--- config.mk ---
export PLATFORM = sky130hd
export DESIGN_NAME = shot_arbiter
export DESIGN_NICKNAME = d
export VERILOG_FILES = /design/src/rtl/shot_arbiter.sv
export SDC_FILE = /design/constraint.sdc
export NUM_CORES = 1
export LEC_CHECK = 0
export CAP_MARGIN = 20
export CORE_UTILIZATION = 50
export DETAILED_ROUTE_END_ITERATION = 10
export GPL_TIMING_DRIVEN = 0
export PLACE_DENSITY = 0.81
export SYNTH_ARGS = -nofsm -noshare
export SYNTH_HDL_FRONTEND = slang
export SYNTH_SLANG_ARGS = --single-unit
--- constraint.sdc ---
create_clock -name clk -period 2.6 [get_ports clk]
set_clock_uncertainty 0.15 [all_clocks]
set_input_delay 0.52 -clock clk [delete_from_list [all_inputs] [get_ports clk]]
set_output_delay 0.52 -clock clk [all_outputs]
set_load 0.02 [all_outputs]
--- src/rtl/shot_arbiter.sv ---
// Shared-board access controller: arbitrates placement and shot requests into a
// read-evaluate-write sequence on a sync-read RAM, tracks ship counts and victory flags.
module shot_arbiter #(
  parameter int unsigned CELLS = 25,
  parameter int unsigned IDX_W = 5
) (
  input  logic             clk,
  input  logic             rst,
  input  logic             clr,
  input  logic             s_req,
  input  logic             s_board,
  input  logic [IDX_W-1:0] s_idx,
  input  logic             p_req,
  input  logic [IDX_W-1:0] p_idx,
  input  logic             c_req,
  input  logic [IDX_W-1:0] c_idx,
  output logic [IDX_W:0]   mem_addr,
  output logic             mem_we,
  output logic [1:0]       mem_wdata,
  input  logic [1:0]       mem_rdata,
  output logic             s_done,
  output logic             p_done,
  output logic             c_done,
  output logic             clr_done,
  output logic [1:0]       res,
  output logic             busy,
  output logic [4:0]       left_pl,
  output logic [4:0]       left_pc,
  output logic             win_p,
  output logic             win_c
);

  localparam logic [1:0] CellEmpty = 2'b00;
  localparam logic [1:0] CellShip  = 2'b01;
  localparam logic [1:0] CellMiss  = 2'b10;
  localparam logic [1:0] CellHit   = 2'b11;

  localparam logic [1:0] ResOk     = 2'b00;
  localparam logic [1:0] ResMiss   = 2'b01;
  localparam logic [1:0] ResHit    = 2'b10;
  localparam logic [1:0] ResRepeat = 2'b11;

  localparam logic [IDX_W-1:0] LastCell = IDX_W'(CELLS - 1);

  typedef enum logic [2:0] {StIdle, StRead, StEval, StResp, StClr} state_e;
  typedef enum logic [1:0] {WhoS, WhoP, WhoC} who_e;

  state_e           state_q, state_d;
  who_e             who_q, who_d;
  logic             board_q, board_d;
  logic [IDX_W-1:0] idx_q, idx_d;
  logic [1:0]       res_q, res_d;
  logic             swb_q, swb_d;
  logic [IDX_W-1:0] swc_q, swc_d;
  logic             pend_q, pend_d;
  logic             clr_done_q, clr_done_d;
  logic [4:0]       left_pl_q, left_pl_d, left_pc_q, left_pc_d;
  logic             armed_pl_q, armed_pl_d, armed_pc_q, armed_pc_d;
  logic             we_c;

  always_ff @(posedge clk or negedge rst) begin
    if (!rst) begin
      state_q    <= StClr;
      who_q      <= WhoS;
      board_q    <= 1'b0;
      idx_q      <= '0;
      res_q      <= ResOk;
      swb_q      <= 1'b0;
      swc_q      <= '0;
      pend_q     <= 1'b0;
      clr_done_q <= 1'b0;
      left_pl_q  <= '0;
      left_pc_q  <= '0;
      armed_pl_q <= 1'b0;
      armed_pc_q <= 1'b0;
    end else begin
      state_q    <= state_d;
      who_q      <= who_d;
      board_q    <= board_d;
      idx_q      <= idx_d;
      res_q      <= res_d;
      swb_q      <= swb_d;
      swc_q      <= swc_d;
      pend_q     <= pend_d;
      clr_done_q <= clr_done_d;
      left_pl_q  <= left_pl_d;
      left_pc_q  <= left_pc_d;
      armed_pl_q <= armed_pl_d;
      armed_pc_q <= armed_pc_d;
    end
  end

  always_comb begin
    state_d    = state_q;
    who_d      = who_q;
    board_d    = board_q;
    idx_d      = idx_q;
    res_d      = res_q;
    swb_d      = swb_q;
    swc_d      = swc_q;
    pend_d     = pend_q | clr;
    clr_done_d = 1'b0;
    left_pl_d  = left_pl_q;
    left_pc_d  = left_pc_q;
    armed_pl_d = armed_pl_q;
    armed_pc_d = armed_pc_q;
    we_c       = 1'b0;
    mem_wdata  = CellEmpty;
    mem_addr   = {board_q, idx_q};

    case (state_q)
      StIdle: begin
        if (pend_q || clr) begin
          state_d = StClr;
          swb_d   = 1'b0;
          swc_d   = '0;
          pend_d  = 1'b0;
        end else if (s_req) begin
          state_d = StRead;
          who_d   = WhoS;
          board_d = s_board;
          idx_d   = s_idx;
        end else if (p_req) begin
          state_d = StRead;
          who_d   = WhoP;
          board_d = 1'b1;
          idx_d   = p_idx;
        end else if (c_req) begin
          state_d = StRead;
          who_d   = WhoC;
          board_d = 1'b0;
          idx_d   = c_idx;
        end
      end
      StRead: state_d = StEval;
      StEval: begin
        state_d = StResp;
        if (who_q == WhoS) begin
          if (mem_rdata == CellEmpty) begin
            we_c      = 1'b1;
            mem_wdata = CellShip;
            res_d     = ResOk;
            if (board_q) begin
              left_pc_d  = left_pc_q + 5'd1;
              armed_pc_d = 1'b1;
            end else begin
              left_pl_d  = left_pl_q + 5'd1;
              armed_pl_d = 1'b1;
            end
          end else begin
            res_d = ResRepeat;
          end
        end else begin
          case (mem_rdata)
            CellShip: begin
              we_c      = 1'b1;
              mem_wdata = CellHit;
              res_d     = ResHit;
              if (board_q) left_pc_d = left_pc_q - 5'd1;
              else         left_pl_d = left_pl_q - 5'd1;
            end
            CellEmpty: begin
              we_c      = 1'b1;
              mem_wdata = CellMiss;
              res_d     = ResMiss;
            end
            default: res_d = ResRepeat;
          endcase
        end
      end
      StResp: state_d = StIdle;
      StClr: begin
        we_c       = 1'b1;
        mem_addr   = {swb_q, swc_q};
        pend_d     = 1'b0;
        left_pl_d  = '0;
        left_pc_d  = '0;
        armed_pl_d = 1'b0;
        armed_pc_d = 1'b0;
        if (clr) begin
          swb_d = 1'b0;
          swc_d = '0;
        end else if (swc_q == LastCell) begin
          if (swb_q) begin
            state_d    = StIdle;
            clr_done_d = 1'b1;
          end else begin
            swb_d = 1'b1;
            swc_d = '0;
          end
        end else begin
          swc_d = swc_q + 1'b1;
        end
      end
      default: state_d = StIdle;
    endcase
  end

  // Gate with reset so a pending write is dropped the instant reset asserts.
  assign mem_we   = we_c & rst;
  assign busy     = (state_q != StIdle);
  assign s_done   = (state_q == StResp) && (who_q == WhoS);
  assign p_done   = (state_q == StResp) && (who_q == WhoP);
  assign c_done   = (state_q == StResp) && (who_q == WhoC);
  assign clr_done = clr_done_q;
  assign res      = res_q;
  assign left_pl  = left_pl_q;
  assign left_pc  = left_pc_q;
  assign win_p    = armed_pc_q && (left_pc_q == 5'd0);
  assign win_c    = armed_pl_q && (left_pl_q == 5'd0);

endmodule

Word level (Yosys, flattened, before mapping):

Cells that the tools add are included.

* bits in registers: 33
* logic and storage cells: 130

* add/subtract/negate cells: 5
* equality and inequality tests: 21
* multiplexer cells: 64
* bitwise gates (word level): 3
* reduce and logical (&&, ||, !) cells: 24

Operators by type and width (count)
* 5-bit two-way mux: 17
* 5-bit case mux with 2 select lines: 3
* 1-bit two-way mux: 21
* 3-bit two-way mux: 7
* 4-bit AND reduction: 5
* 2-bit inequality test, second input constant: 8
* 5-bit by 1-bit adder with 5-bit output, second input constant: 3
* 2-bit two-way mux: 7
* 3-bit case mux with 4 select lines: 1
* 5-bit zero test: 2
* 1-bit case mux with 2 select lines: 5
* 5-bit by 1-bit subtractor with 5-bit output, second input constant: 2
* 3-bit inequality test, second input constant: 3
* 3-bit AND reduction: 3
* 2-bit case mux with 2 select lines: 2
* 3-bit by 2-bit == test with 1-bit output, second input constant: 2
* 6-bit two-way mux: 1
* 3-bit nonzero test: 2
* 5-bit == test, second input constant: 1
* 1-bit logical AND: 5
* 5-bit inequality test, second input constant: 1
* 2-bit by 1-bit == test with 1-bit output, second input constant: 2
* 2-bit zero test: 2
* 4-bit inequality test, second input constant: 1
* 10 further kinds: 11

Depth between registers and ports, before layout:

* word-level depth: 6
* mapped depth: 7
* depth with buffers taken out: 7

Worst setup path after synthesis:

Ideal clock, no wire load.

* path kind: reg2out
* start point: register state_q[2]
* end point: output mem_addr[0]
* data arrival time: 1.843 ns
* path slack: 0.087 ns
* stages on the path, launching flop included: 5
* path buffers: 2
* path through: dfstp_2 or3b_2 buf_2 clkbuf_1 o21ai_0

* cells in the longest elaborated chain, start to end: 2

Ends and longest elaborated chain
* start, declared: RTL line 48 `state_e state_q, state_d;`
* start signal, assigned: RTL line 63 `state_q <= StClr;`
* start signal, assigned: RTL line 77 `state_q <= state_d;`
* 3-bit == test: RTL line 111 `case (state_q)`
* 6-bit two-way mux: RTL line 111
* end, declared: RTL line 17 `output logic [IDX_W:0] mem_addr,`

Every way passes these cells.

Final worst setup path:

* start point: register state_q[1]
* end point: output mem_addr[5]

The elaborated chain is that of the path after synthesis.

==> out/results.ini <==
[status]
status = finished clean

[sta]
setup_viol = 0
max_freq_ghz = 0.399
tightest_slew_ps = 770
maxSlewHeadroom_pct = 48.7
hold_violations = 0
min_period_over_period_pct = 96.5
finalCriticalPeriod_ps = 2510
slew_viol_final = 0

[synthesis]
synth_top_cell_by_area = dfrtp_1
syn-cell-area_mm2 = 0.00213
ys_seq_area_share_pct = 38.9
syn_nets = 261
synth_top_area_share_pct = 37.7
synth_area_per_cell_um2 = 9.45
synth_cell_type_count = 50
synth_ff_type = dfrtp_1
ys_ff_latch = 33
synth-edff-count = 0
netlist_top_cells_area = dfrtp_1 38%, ha_1 5.9%, nand2_1 5.3%
synth_common_cells = 32 x dfrtp_1, 30 x nand2_1, 16 x o21ai_0
synthCells = 225
synthArstFlopShare_pct = 100
yosysMostFrequentCell = dfrtp_1
yosysWarnings = 0

[die]
die_width_um = 67.2
die_area_mm2 = 0.00452
initial_utilization_pct = 52.8
rows = 23
pin_count = 52
fp.dieH_um = 67.2
coreArea_mm2 = 0.00403

[layout]
syn_to_final_growth_pct = 29.3
drive_gt1_share_pct = 14.2
fillers = 349
fin_util_pct = 68.2
finalNetCount = 316
design_area_mm2 = 0.00275
antenna_cells = 0

[clock_tree]
cts_tree = done
post-cts-setup-buffers = 0
ctsHoldBuffers = 0
cts_root_buffer = clkbuf_8
clock_latency_ps = 290
clock_sinks = 33
max-clock-path-buffers = 2
htree_num_levels = 2
clk_pin_slew_ps = 70
cts_buffers = 5

[pwr]
comb_power_share_pct = 43.8
seqPwrFrac_pct = 36.3
p_per_area_mw_per_mm2 = 732
leakagePower_nw = 1.26
p_switching_mw = 0.770
netSwitchingFraction_pct = 38.2
design_power_total_mw = 2.01
power_report.internal_total_mw = 1.24
clkPwrFrac_pct = 19.9
ir_worst_vdd_mv = 0.477

[worst_setup_path]
arrival_ps = 1840
rr_worst_depth = 7
crit_path_end_kind = primary output
worst_setup_path_start_kind = flop
worst-setup-path-type = flop to primary output
required_ps = 1930
path_max_fanout = 10

[global_routing]
grt_usage_pct = 23.5
antenna_found_initial = 0
first_global_vias = 1717
grt_pass1_wl_mm = 7.90
grt_max_degree = 35
overflow = 0

[place]
place.gp.congestion = 0.829
hpwlAfterDp_mm = 3.57
placed_area_mm2 = 0.00267
placement.io_buffers = 49

[detailed_routing]
drtAntennaViolNets = 0
drt_pre_antenna_iters = 4
wire_per_inst_um = 14.4
drt_iter0_markers = 106
vias = 1864
drcViolationCount = 0
wirelength_mm = 4.75
viasPerCell = 5.63

[worst_hold_path]
hold_path.class = input port to async pin

[job]
cap_violations = 0

==> timing repair <==
action | in CTS | in global routing
setup endpoints to repair | 13 | 6
gates resized for setup | 33 | 11
pin swaps | 0 | 1
endpoints found under the hold margin | 0 | 0
==> per-layer routing <==
layer / routed length (um) / GRT usage, % / up-vias
li1: - / - / 914
met2: 2320 / 37.4 / 48
met5: 0 / 0 / -
met4: 72 / 8.78 / 0
met1: 2130 / 30.7 / 894
met3: 231 / 6.08 / 8
==> sequential cells by signal (all words and copies together) (netlist names) <==
signal      cells
swc_q           5
armed_pl_q      1
state_q         3
idx_q           5
swb_q           1
board_q         1
clr_done        1
left_pc         5
pend_q          1
who_q           2
armed_pc_q      1
res             2
left_pl         5
==> power groups by stage <==
stage	clock, mW	sequential (mW)	combinational (mW)
6_report	0.400	0.731	0.881
5_1_grt	0.442	0.751	0.977
4_1_cts	0.413	0.732	0.888
3_5_place_dp	0	0.736	0.906
3_3_place_gp	0	0.731	0.894
2_1_floorplan	0	0.731	0.592
==> cells in the final DEF (no fill, tap or decap), types with 4 or more instances in the layout <==
| master | count |
|---|---|
| a21oi_1 | 15 |
| clkdlybuf4s50_1 | 35 |
| nand2_1 | 30 |
| nor2_1 | 12 |
| mux2i_1 | 9 |
| a31oi_1 | 4 |
| mux2_4 | 5 |
| nand3_1 | 9 |
| inv_1 | 11 |
| clkbuf_2 | 5 |
| o21ai_0 | 16 |
| nor3_1 | 5 |
| nand3b_1 | 4 |
| clkbuf_8 | 6 |
| ha_1 | 10 |
| dfrtp_1 | 32 |
| dlygate4sd2_1 | 5 |
| a21o_1 | 4 |
==> cell families after synthesis <==
kind of cell / after synthesis / synth area share (%)
buffers and inverters: 20 / 4.94
muxes: 17 / 9.36
and+or+nand+nor: 88 / 23.2
adders and majority gates: 12 / 7.77
DFF: 33 / 38.9
AOI/OAI and AO/OA: 52 / 14.6
xor gates and xnor gates: 3 / 1.24
==> per-stage QoR <==
step	TNS (ps)	worst slack, ps	hold WS [ps]	instances
detailed placement	-2090	-326	346	324
finish	0	92.3	153	331
CTS	0	1.32	181	331
floorplan	0	87.1	74.4	225
global route	-2.90	-2.90	205	331
global placement	-2880	-1040	332	324
==> final timing paths <==
| kind | slack (ps) | start | end |
|---|---|---|---|
| setup / recovery | 90 | state_q[1] | mem_addr[5] |
| hold / removal | 150 | rst | idx_q[0] |
| setup reg to reg | 190 | who_q[1] | left_pl[4] |
| hold reg to reg | 360 | armed_pc_q | armed_pc_q |
| max in group asynchronous | 1650 | rst | left_pc[4] |
| min in group clk | 360 | armed_pc_q | armed_pc_q |
==> worst max-delay path: stages (launching register included) <==
cell             delay (ps)
dfrtp_1                 400
clkbuf_4                240
nor2_4                   50
and2_1                  150
clkbuf_4                180
o21ai_0                 220
clkdlybuf4s15_2         300
==> layout make-up <==
cell class	instances	area, um2	area share, %
tap	50	62.6	2.28
inverter	11	41.3	1.50
multi-input combinational	172	1210	44.0
sequential	33	827	30.1
clock buffer	8	90.1	3.28
timing repair buffer	49	445	16.2
buffer	8	72.6	2.64
Note: power is estimated with default switching activity, not from simulation.
